$ cat config.mk
export PLATFORM = sky130hd
export DESIGN_NAME = mod16_count_sequencer
export DESIGN_NICKNAME = d
export VERILOG_FILES = /design/src/rtl/mod16_count_sequencer.sv
export SDC_FILE = /design/constraint.sdc
export NUM_CORES = 1
export LEC_CHECK = 0
export ABC_AREA = 1
export CAP_MARGIN = 20
export CORE_MARGIN = 2
export CORE_UTILIZATION = 45
export CTS_BUF_LIST = sky130_fd_sc_hd__clkbuf_4
export CTS_CLUSTER_DIAMETER = 150
export DETAILED_ROUTE_END_ITERATION = 16
export PLACE_DENSITY = 0.7
export REMOVE_ABC_BUFFERS = 1
export SLEW_MARGIN = 20
export SYNTH_ARGS = -nofsm -noshare
export SYNTH_HDL_FRONTEND = slang
export SYNTH_SLANG_ARGS = --single-unit
export TNS_END_PERCENT = 100
$ cat constraint.sdc
create_clock -name clk -period 4.7 [get_ports clk]
set_input_delay 0.705 -clock clk [delete_from_list [all_inputs] [get_ports clk]]
set_output_delay 0.705 -clock clk [all_outputs]
set_load 0.02 [all_outputs]
$ cat src/rtl/mod16_count_sequencer.sv
// mod16_count_sequencer
//   Command-driven controller around a MOD-2**CNT_W up-counter. A host hands it
//   one command at a time over a valid/ready handshake: run N full wrap passes,
//   count up to a target, load a value, or clear. Progress is reported through
//   busy, a per-wrap pulse, a wrap counter and completion/abort pulses.
//
// Ports
//   clk          system clock, rising edge
//   reset        asynchronous reset, active low
//   cmd_valid    command present
//   cmd_ready    controller can accept a command (high only when idle)
//   cmd_op       00 PASSES, 01 COUNT_TO, 10 LOAD, 11 CLEAR
//   cmd_arg      PASSES: pass count N; COUNT_TO/LOAD: low CNT_W bits used
//   abort        cancel the running command
//   count        registered counter value
//   wrap         1-cycle pulse when count wraps max->0 during PASSES
//   passes_done  wraps completed in the current/last PASSES command
//   busy         a PASSES or COUNT_TO command is running
//   done         1-cycle pulse: command completed normally
//   aborted      1-cycle pulse: command cancelled by abort
//
// States
//   ST_IDLE     | waiting for a command; count/passes_done hold
//   ST_RUN_PASS | incrementing, counting wraps until passes_done reaches N
//   ST_RUN_TO   | incrementing until count reaches the target

module mod16_count_sequencer #(
  parameter int CNT_W  = 4,
  parameter int PASS_W = 8
) (
  input  logic              clk,
  input  logic              reset,
  input  logic              cmd_valid,
  output logic              cmd_ready,
  input  logic [1:0]        cmd_op,
  input  logic [PASS_W-1:0] cmd_arg,
  input  logic              abort,
  output logic [CNT_W-1:0]  count,
  output logic              wrap,
  output logic [PASS_W-1:0] passes_done,
  output logic              busy,
  output logic              done,
  output logic              aborted
);

  localparam logic [1:0] ST_IDLE     = 2'd0;
  localparam logic [1:0] ST_RUN_PASS = 2'd1;
  localparam logic [1:0] ST_RUN_TO   = 2'd2;

  localparam logic [1:0] OP_PASSES   = 2'b00;
  localparam logic [1:0] OP_COUNT_TO = 2'b01;
  localparam logic [1:0] OP_LOAD     = 2'b10;
  localparam logic [1:0] OP_CLEAR    = 2'b11;

  localparam logic [CNT_W-1:0]  CNT_MAX  = '1;
  localparam logic [CNT_W-1:0]  CNT_ONE  = 1;
  localparam logic [PASS_W-1:0] PASS_ONE = 1;

  logic [1:0]        state;
  logic [PASS_W-1:0] pass_target;
  logic [CNT_W-1:0]  to_target;
  logic [CNT_W-1:0]  count_inc;
  logic [PASS_W-1:0] passes_inc;
  logic [CNT_W-1:0]  arg_cnt;

  assign cmd_ready  = (state == ST_IDLE);
  assign busy       = ~cmd_ready;
  assign count_inc  = count + CNT_ONE;
  assign passes_inc = passes_done + PASS_ONE;
  assign arg_cnt    = cmd_arg[CNT_W-1:0];

  always_ff @(posedge clk or negedge reset) begin
    if (!reset) begin
      state       <= ST_IDLE;
      count       <= '0;
      passes_done <= '0;
      pass_target <= '0;
      to_target   <= '0;
      wrap        <= 1'b0;
      done        <= 1'b0;
      aborted     <= 1'b0;
    end else begin
      // Status outputs are single-cycle pulses unless re-asserted below.
      wrap    <= 1'b0;
      done    <= 1'b0;
      aborted <= 1'b0;
      case (state)
        ST_IDLE: begin
          if (cmd_valid) begin
            case (cmd_op)
              OP_PASSES: begin
                count       <= '0;
                passes_done <= '0;
                pass_target <= cmd_arg;
                if (cmd_arg == '0) done  <= 1'b1;
                else               state <= ST_RUN_PASS;
              end
              OP_COUNT_TO: begin
                count     <= '0;
                to_target <= arg_cnt;
                if (arg_cnt == '0) done  <= 1'b1;
                else               state <= ST_RUN_TO;
              end
              OP_LOAD: begin
                count <= arg_cnt;
                done  <= 1'b1;
              end
              OP_CLEAR: begin
                count       <= '0;
                passes_done <= '0;
                done        <= 1'b1;
              end
              default: ;
            endcase
          end
        end
        ST_RUN_PASS: begin
          // Abort takes priority over a completing edge and freezes the counter.
          if (abort) begin
            aborted <= 1'b1;
            state   <= ST_IDLE;
          end else begin
            count <= count_inc;
            if (count == CNT_MAX) begin
              wrap        <= 1'b1;
              passes_done <= passes_inc;
              if (passes_inc == pass_target) begin
                done  <= 1'b1;
                state <= ST_IDLE;
              end
            end
          end
        end
        ST_RUN_TO: begin
          if (abort) begin
            aborted <= 1'b1;
            state   <= ST_IDLE;
          end else begin
            count <= count_inc;
            if (count_inc == to_target) begin
              done  <= 1'b1;
              state <= ST_IDLE;
            end
          end
        end
        default: state <= ST_IDLE;
      endcase
    end
  end

endmodule

==> out/metrics.yaml, run 1 <==
diodes: 0
drc_errors: 0
grt_pass1_vias: 1517
layout_setup_ws_ps: 2110
wirelength_um: 4030
fin_setup_tns_ps: 0
finalSetupViolations: 0
yosysWarnings: 0
endpoint_kind: "primary output"
synth_compound_area_frac: 0.111
yosysUniqueCellTypes: 27
critPathBufInv: 3
synthAdderAreaFrac: 0.0732
crit_top_cell: "inv_1"
grt_max_degree: 30
required_ps: 3990
status: "finished clean"
place_hpwl_um: 3160
tightest_slew_ps: 554
power.density_nw_per_um2: 496
max_freq_mhz: 386
grt_pass1_wl_um: 6760
fp.dieH_um: 68.6
ant_nets: 0
synth-simple-area-share: 0.310
slew_violations: 0
drt_pass1_iterations: 4
die_area_sq_um: 4710
vias: 1664
cts.sinks: 29
timing.hold.ws_ps: 518
wl_per_cell_um: 12.0
hold_viol: 0
rsz0062_at_grt: "no"
netlist_instances: 247
layout.nets: 309
crit_path_start_kind: "flop"
max-vdd-ir-drop_v: 0.000315
final_common_cell: "nand2_1"
synthMuxAreaShare: 0.00599
core_sq_um: 4000
antenna_found_initial: 0
fin_skew_ps: 2.09
final_layout_size_suffix_gt1_frac: 0.109
critPathMaxStageDelay_ps: 610
fillers: 391
cts.reportedPaths.clkPinSlew_ps: 90
relSlewSlack: 0.629
final_cell_mix: "69 x nand2_1, 40 x inv_1, 30 x clkdlybuf4s50_1, 29 x dfrtp_1, 22 x nand3_1"
cts_tree: "built"
htreeDepth: 2
drv_cap: 0
min_period_ps: 2590
hp-class: "flop to flop"
initial_core_util: 0.470
syn_area_sq_um: 1880
finalWeightedCongestion: 0.882
synthToLayoutAreaGrowth_pct: 22.4
post_cts_resized: 0
cts_buffers: 5
synth_seq_cells: 29
clock_latency_ps: 330
viasPerCell: 4.97
synthXorXnorAreaFrac: 0.0280
dpl_worst_slack_ps: 2260
post_cts_buffers: 0
cts_buffer_depth: 2
num_rows: 23
ctsHoldBuffers: 0
path_cells: "inv_1 > ha_1 > inv_1 > clkdlybuf4s50_1"
crit_type: "flop to primary output"
leakage_nw: 1.12
grt-ovfl-total: 0
first_iter_violations: 75
grtUsageTotal: 0.197
die_w_um: 68.6
slowest_stage: "clkdlybuf4s50_1"
port_buffers: 30
postLayoutCoreUtil: 0.575
cp.arrival_ps: 1890
critical-path-top-delay-family: "buffers and inverters"
place_area_sq_um: 2250
critPathMaxFanout: 8
ctsRootBufferMaster: "clkbuf_4"
stdcell_area_sq_um: 2300
finalCritPeriodShare: 0.551
ys_seq_area_frac: 0.386
syn_area_per_cell_sq_um: 7.61
io_pins: 31
synth_top_family_by_area: "simple AND/OR/NAND/NOR gates"
## cells in the mapped netlist
cell / n / area, sq um
nand2_1: 69 / 259
mux2_2: 1 / 11.3
nor2_8: 1 / 20.0
clkbuf_1: 1 / 3.75
nand2_2: 5 / 31.3
nor2_2: 4 / 25.0
xnor2_1: 3 / 26.3
nor3_1: 1 / 5.00
dfrtp_1: 29 / 726
nand3_1: 22 / 110
o21bai_1: 1 / 7.51
a21oi_4: 1 / 16.3
nor2_4: 2 / 22.5
ha_1: 11 / 138
inv_2: 2 / 7.51
o21ai_2: 1 / 8.76
nand4_1: 3 / 18.8
a31oi_1: 2 / 12.5
inv_1: 40 / 150
o22ai_1: 10 / 62.6
nand3_2: 5 / 50.1
a21oi_1: 1 / 5.00
nor2_1: 9 / 33.8
o21ai_0: 17 / 85.1
nand3b_1: 1 / 7.51
o21ai_1: 2 / 10.0
xor2_1: 3 / 26.3
## registers in the layout (all words and copies together), names as in the netlist
register and flops:
aborted 1, done 1, state 2, wrap 1
to_target 4, passes_done 8, pass_target 8, count 4
## path summary, 6_finish.rpt
kind,start,end,slack [ps],cells after the start
max reg2reg,state[0],count[0],2810,6
min reg2reg,pass_target[1],pass_target[1],520,2
max,state[0],busy,2110,4
min,pass_target[1],pass_target[1],520,2
min in group asynchronous,reset,count[1],740,2
max in group asynchronous,reset,aborted,3680,2
## power by group
part | internal (mW) | switching [mW]
logic | 0.243 | 0.332
clock network | 0.0626 | 0.0910
registers | 0.333 | 0.0794
total | 0.638 | 0.503
## metal layers
metal	up-vias	global-route usage	routed length [um]
li1	864	-	-
met1	755	0.264	1960
met2	39	0.309	1870
met3	6	0.0390	143
met4	0	0.0825	58
met5	-	0	0
## cell families after synthesis
family                     Yosys count
AOI/OAI and AO/OA                   35
xor gates and xnor gates             6
adders and majority gates           11
buffers and inverters               43
DFF                                 29
muxes                                1
and+or+nand+nor                    122
## cell type report
cell class,instances,area (sq um),share of cell area
Clock buffer,6,45.0,0.0196
Clock inverter,2,10.0,0.00435
Inverter,42,158,0.0685
Multi-Input combinational cell,175,992,0.431
Sequential cell,29,726,0.315
Tap cell,50,62.6,0.0272
Timing Repair Buffer,31,308,0.134
## metrics by stage
step                total power, mW  cells
CTS                            1.15    335
global route                   1.24    335
global placement              0.981    327
floorplan                     0.806    246
detailed placement            0.993    327
finish                         1.14    335
## worst register-to-register path, cell delays in order, from the launching register on
cell and delay (ps):
dfrtp_1 430, inv_1 80, ha_1 360, nand2_1 110
nand2_1 60, nor2_1 370, mux2_2 390
Power figures use the tool's default switching activity.
==> run 2: changes to the inputs <==
==> constraint.sdc (replaced) <==
create_clock -name clk -period 2.5 [get_ports clk]
set_input_delay 0.375 -clock clk [delete_from_list [all_inputs] [get_ports clk]]
set_output_delay 0.375 -clock clk [all_outputs]
set_load 0.02 [all_outputs]
==> run 2 against run 1 <==
Effect of this change:
- critical path depth unchanged
- sequential power up 87%
- highest routed layer unchanged
- largest power group unchanged
- cell area up 0.33%
==> out/metrics.yaml, run 2 (synthesis results as in run 1) <==
status: "finished clean"
layout_setup_ws_ps: 271  # -1840 ps
final_common_cell: "nand2_1"
switching_share: 0.434  # -0.00619
fin_skew_ps: 7.00  # +4.92 ps
wl_per_cell_um: 11.7  # -2.7%
io_pins: 31  # unchanged
finalSetupViolations: 0  # unchanged
grt-ovfl-total: 0  # unchanged
fin_setup_tns_ps: 0  # unchanged
grtUsageTotal: 0.197  # +0.000283
combPwrFrac: 0.509  # +0.005
min_period_ps: 2230
dpl_worst_slack_ps: 372  # -1880 ps
max-vdd-ir-drop_v: 0.000581  # +85%
crit_path_start_kind: "flop"
hold_viol: 0  # unchanged
grt_pass1_vias: 1561  # +2.9%
first_iter_violations: 47  # -37%
finalWeightedCongestion: 0.898  # +1.8%
p_int_mw: 1.21  # +90%
drt_pass1_iterations: 4  # unchanged
core_sq_um: 4000  # unchanged
regToRegSetupSlack_ps: 680  # -2130 ps
drc_errors: 0  # unchanged
power_frac_seq: 0.359  # -0.002
clock_latency_ps: 330  # about the same
layout.nets: 310  # +0.32%
synthToLayoutAreaGrowth_pct: 22.8
die_w_um: 68.6  # unchanged
fp.dieH_um: 68.6  # unchanged
drv_cap: 0  # unchanged
ctsRootBufferMaster: "clkbuf_4"
power.density_nw_per_um2: 927  # +87%
reg_top3: "pass_target x8, passes_done x8"
htreeDepth: 2  # unchanged
cts_buffers: 5  # unchanged
crit_type: "flop to primary output"
grt_max_degree: 30  # unchanged
post_cts_buffers: 0  # unchanged
port_buffers: 30  # unchanged
required_ps: 2120  # -1870 ps
diodes: 0  # unchanged
max_freq_mhz: 449
final_layout_size_suffix_gt1_frac: 0.112  # +0.00312
cts_buffer_depth: 2  # unchanged
critPathMaxFanout: 8  # unchanged
endpoint_kind: "primary output"
cts_tree: "built"
cts.reportedPaths.clkPinSlew_ps: 90  # about the same
die_area_sq_um: 4710  # unchanged
final_cell_mix: "69 x nand2_1, 40 x inv_1, 30 x clkdlybuf4s50_1, 29 x dfrtp_1, 22 x nand3_1"
num_rows: 23  # unchanged
wirelength_um: 3930  # -2.4%
placed_cells: 328  # +0.31%
ant_nets: 0  # unchanged
relSlewSlack: 0.638  # +0.00907
ff2ff_path_depth: 12  # +6
finalNonFillerCells: 336  # +0.30%
cp.arrival_ps: 1850  # -40 ps
hp-class: "input port to asynchronous set/reset pin"
vias: 1653  # -0.66%
grt_pass1_wl_um: 6800  # +0.61%
pwr-share-clk: 0.132  # -0.003
fillers: 405  # +3.6%
cts.sinks: 29  # unchanged
leakage_nw: 1.13  # +0.42%
switchingPower_uw: 930  # +85%
antenna_found_initial: 0  # unchanged
tightest_slew_ps: 541  # -13.6 ps
slew_violations: 0  # unchanged
rsz0062_at_grt: "no"
ctsHoldBuffers: 0  # unchanged
post_cts_resized: 0  # unchanged
initial_core_util: 0.470  # unchanged
finalCritPeriodShare: 0.891
place_hpwl_um: 3120  # -1.2%
viasPerCell: 4.92  # -0.96%
run 2: cell types whose count changed in the layout (fill, tap and decap cells not counted), sizes merged:
cell	previous run	this run
buf	1	2
run 2: worst max-delay path: stages (launching register included):
cell and delay, ps:
dfrtp_1 400, inv_1 80, ha_1 290, inv_1 140, clkdlybuf4s50_1 610
run 2: power by group through the flow:
stage          sequential, mW  combinational (mW)  clock [mW]
2_1_floorplan           0.814               0.702           0
3_3_place_gp            0.777                1.08           0
5_1_grt                 0.792                1.22       0.311
3_5_place_dp            0.777                1.10           0
6_report                0.769                1.09       0.283
4_1_cts                 0.769                1.10       0.296
run 2: worst paths after layout:
| kind | to | startpoint |
|---|---|---|
| setup / recovery | busy | state[0] |
| hold / removal | count[1] | reset |
| setup reg to reg | state[1] | passes_done[0] |
| hold reg to reg | pass_target[1] | pass_target[1] |
| max in group asynchronous | aborted | reset |
| min in group clk | pass_target[1] | pass_target[1] |
run 2: cell type report:
cell class / count / area, sq um / share of cell area
Clock inverter: 2 / 10.0 / 0.00434
Multi-Input combinational cell: 175 / 992 / 0.430
Clock buffer: 6 / 45.0 / 0.0195
Timing Repair Buffer: 32 / 315 / 0.137
Inverter: 42 / 158 / 0.0683
Sequential cell: 29 / 726 / 0.314
Tap cell: 50 / 62.6 / 0.0271
run 2: through the flow:
stage | utilization | hold WS, ps | total power [mW] | instance area [sq um]
after global placement | 0.563 | 489 | 1.86 | 2250
after global routing | 0.577 | 470 | 2.33 | 2310
after detailed placement | 0.563 | 498 | 1.87 | 2250
final | 0.577 | 426 | 2.14 | 2310
after floorplan | - | 79.4 | 1.52 | 1880
after CTS | 0.577 | 429 | 2.17 | 2310
run 2: per-layer routing:
metal	GRT usage	vias up	wire length, um
met2	0.327	30	1840
met4	0.0750	0	62
met3	0.0390	6	132
met5	0	-	0
met1	0.252	743	1900
li1	-	874	-
==> run 3: changes to the inputs <==
--- a/config.mk
+++ b/config.mk
@@ -14,6 +14,7 @@
 export DETAILED_ROUTE_END_ITERATION = 16
 export PLACE_DENSITY = 0.7
 export REMOVE_ABC_BUFFERS = 1
+export SETUP_SLACK_MARGIN = 0.15
 export SLEW_MARGIN = 20
 export SYNTH_ARGS = -nofsm -noshare
 export SYNTH_HDL_FRONTEND = slang
==> results of run 3 <==
No change in the layout: final DEF, timing and power equal those of run 2.
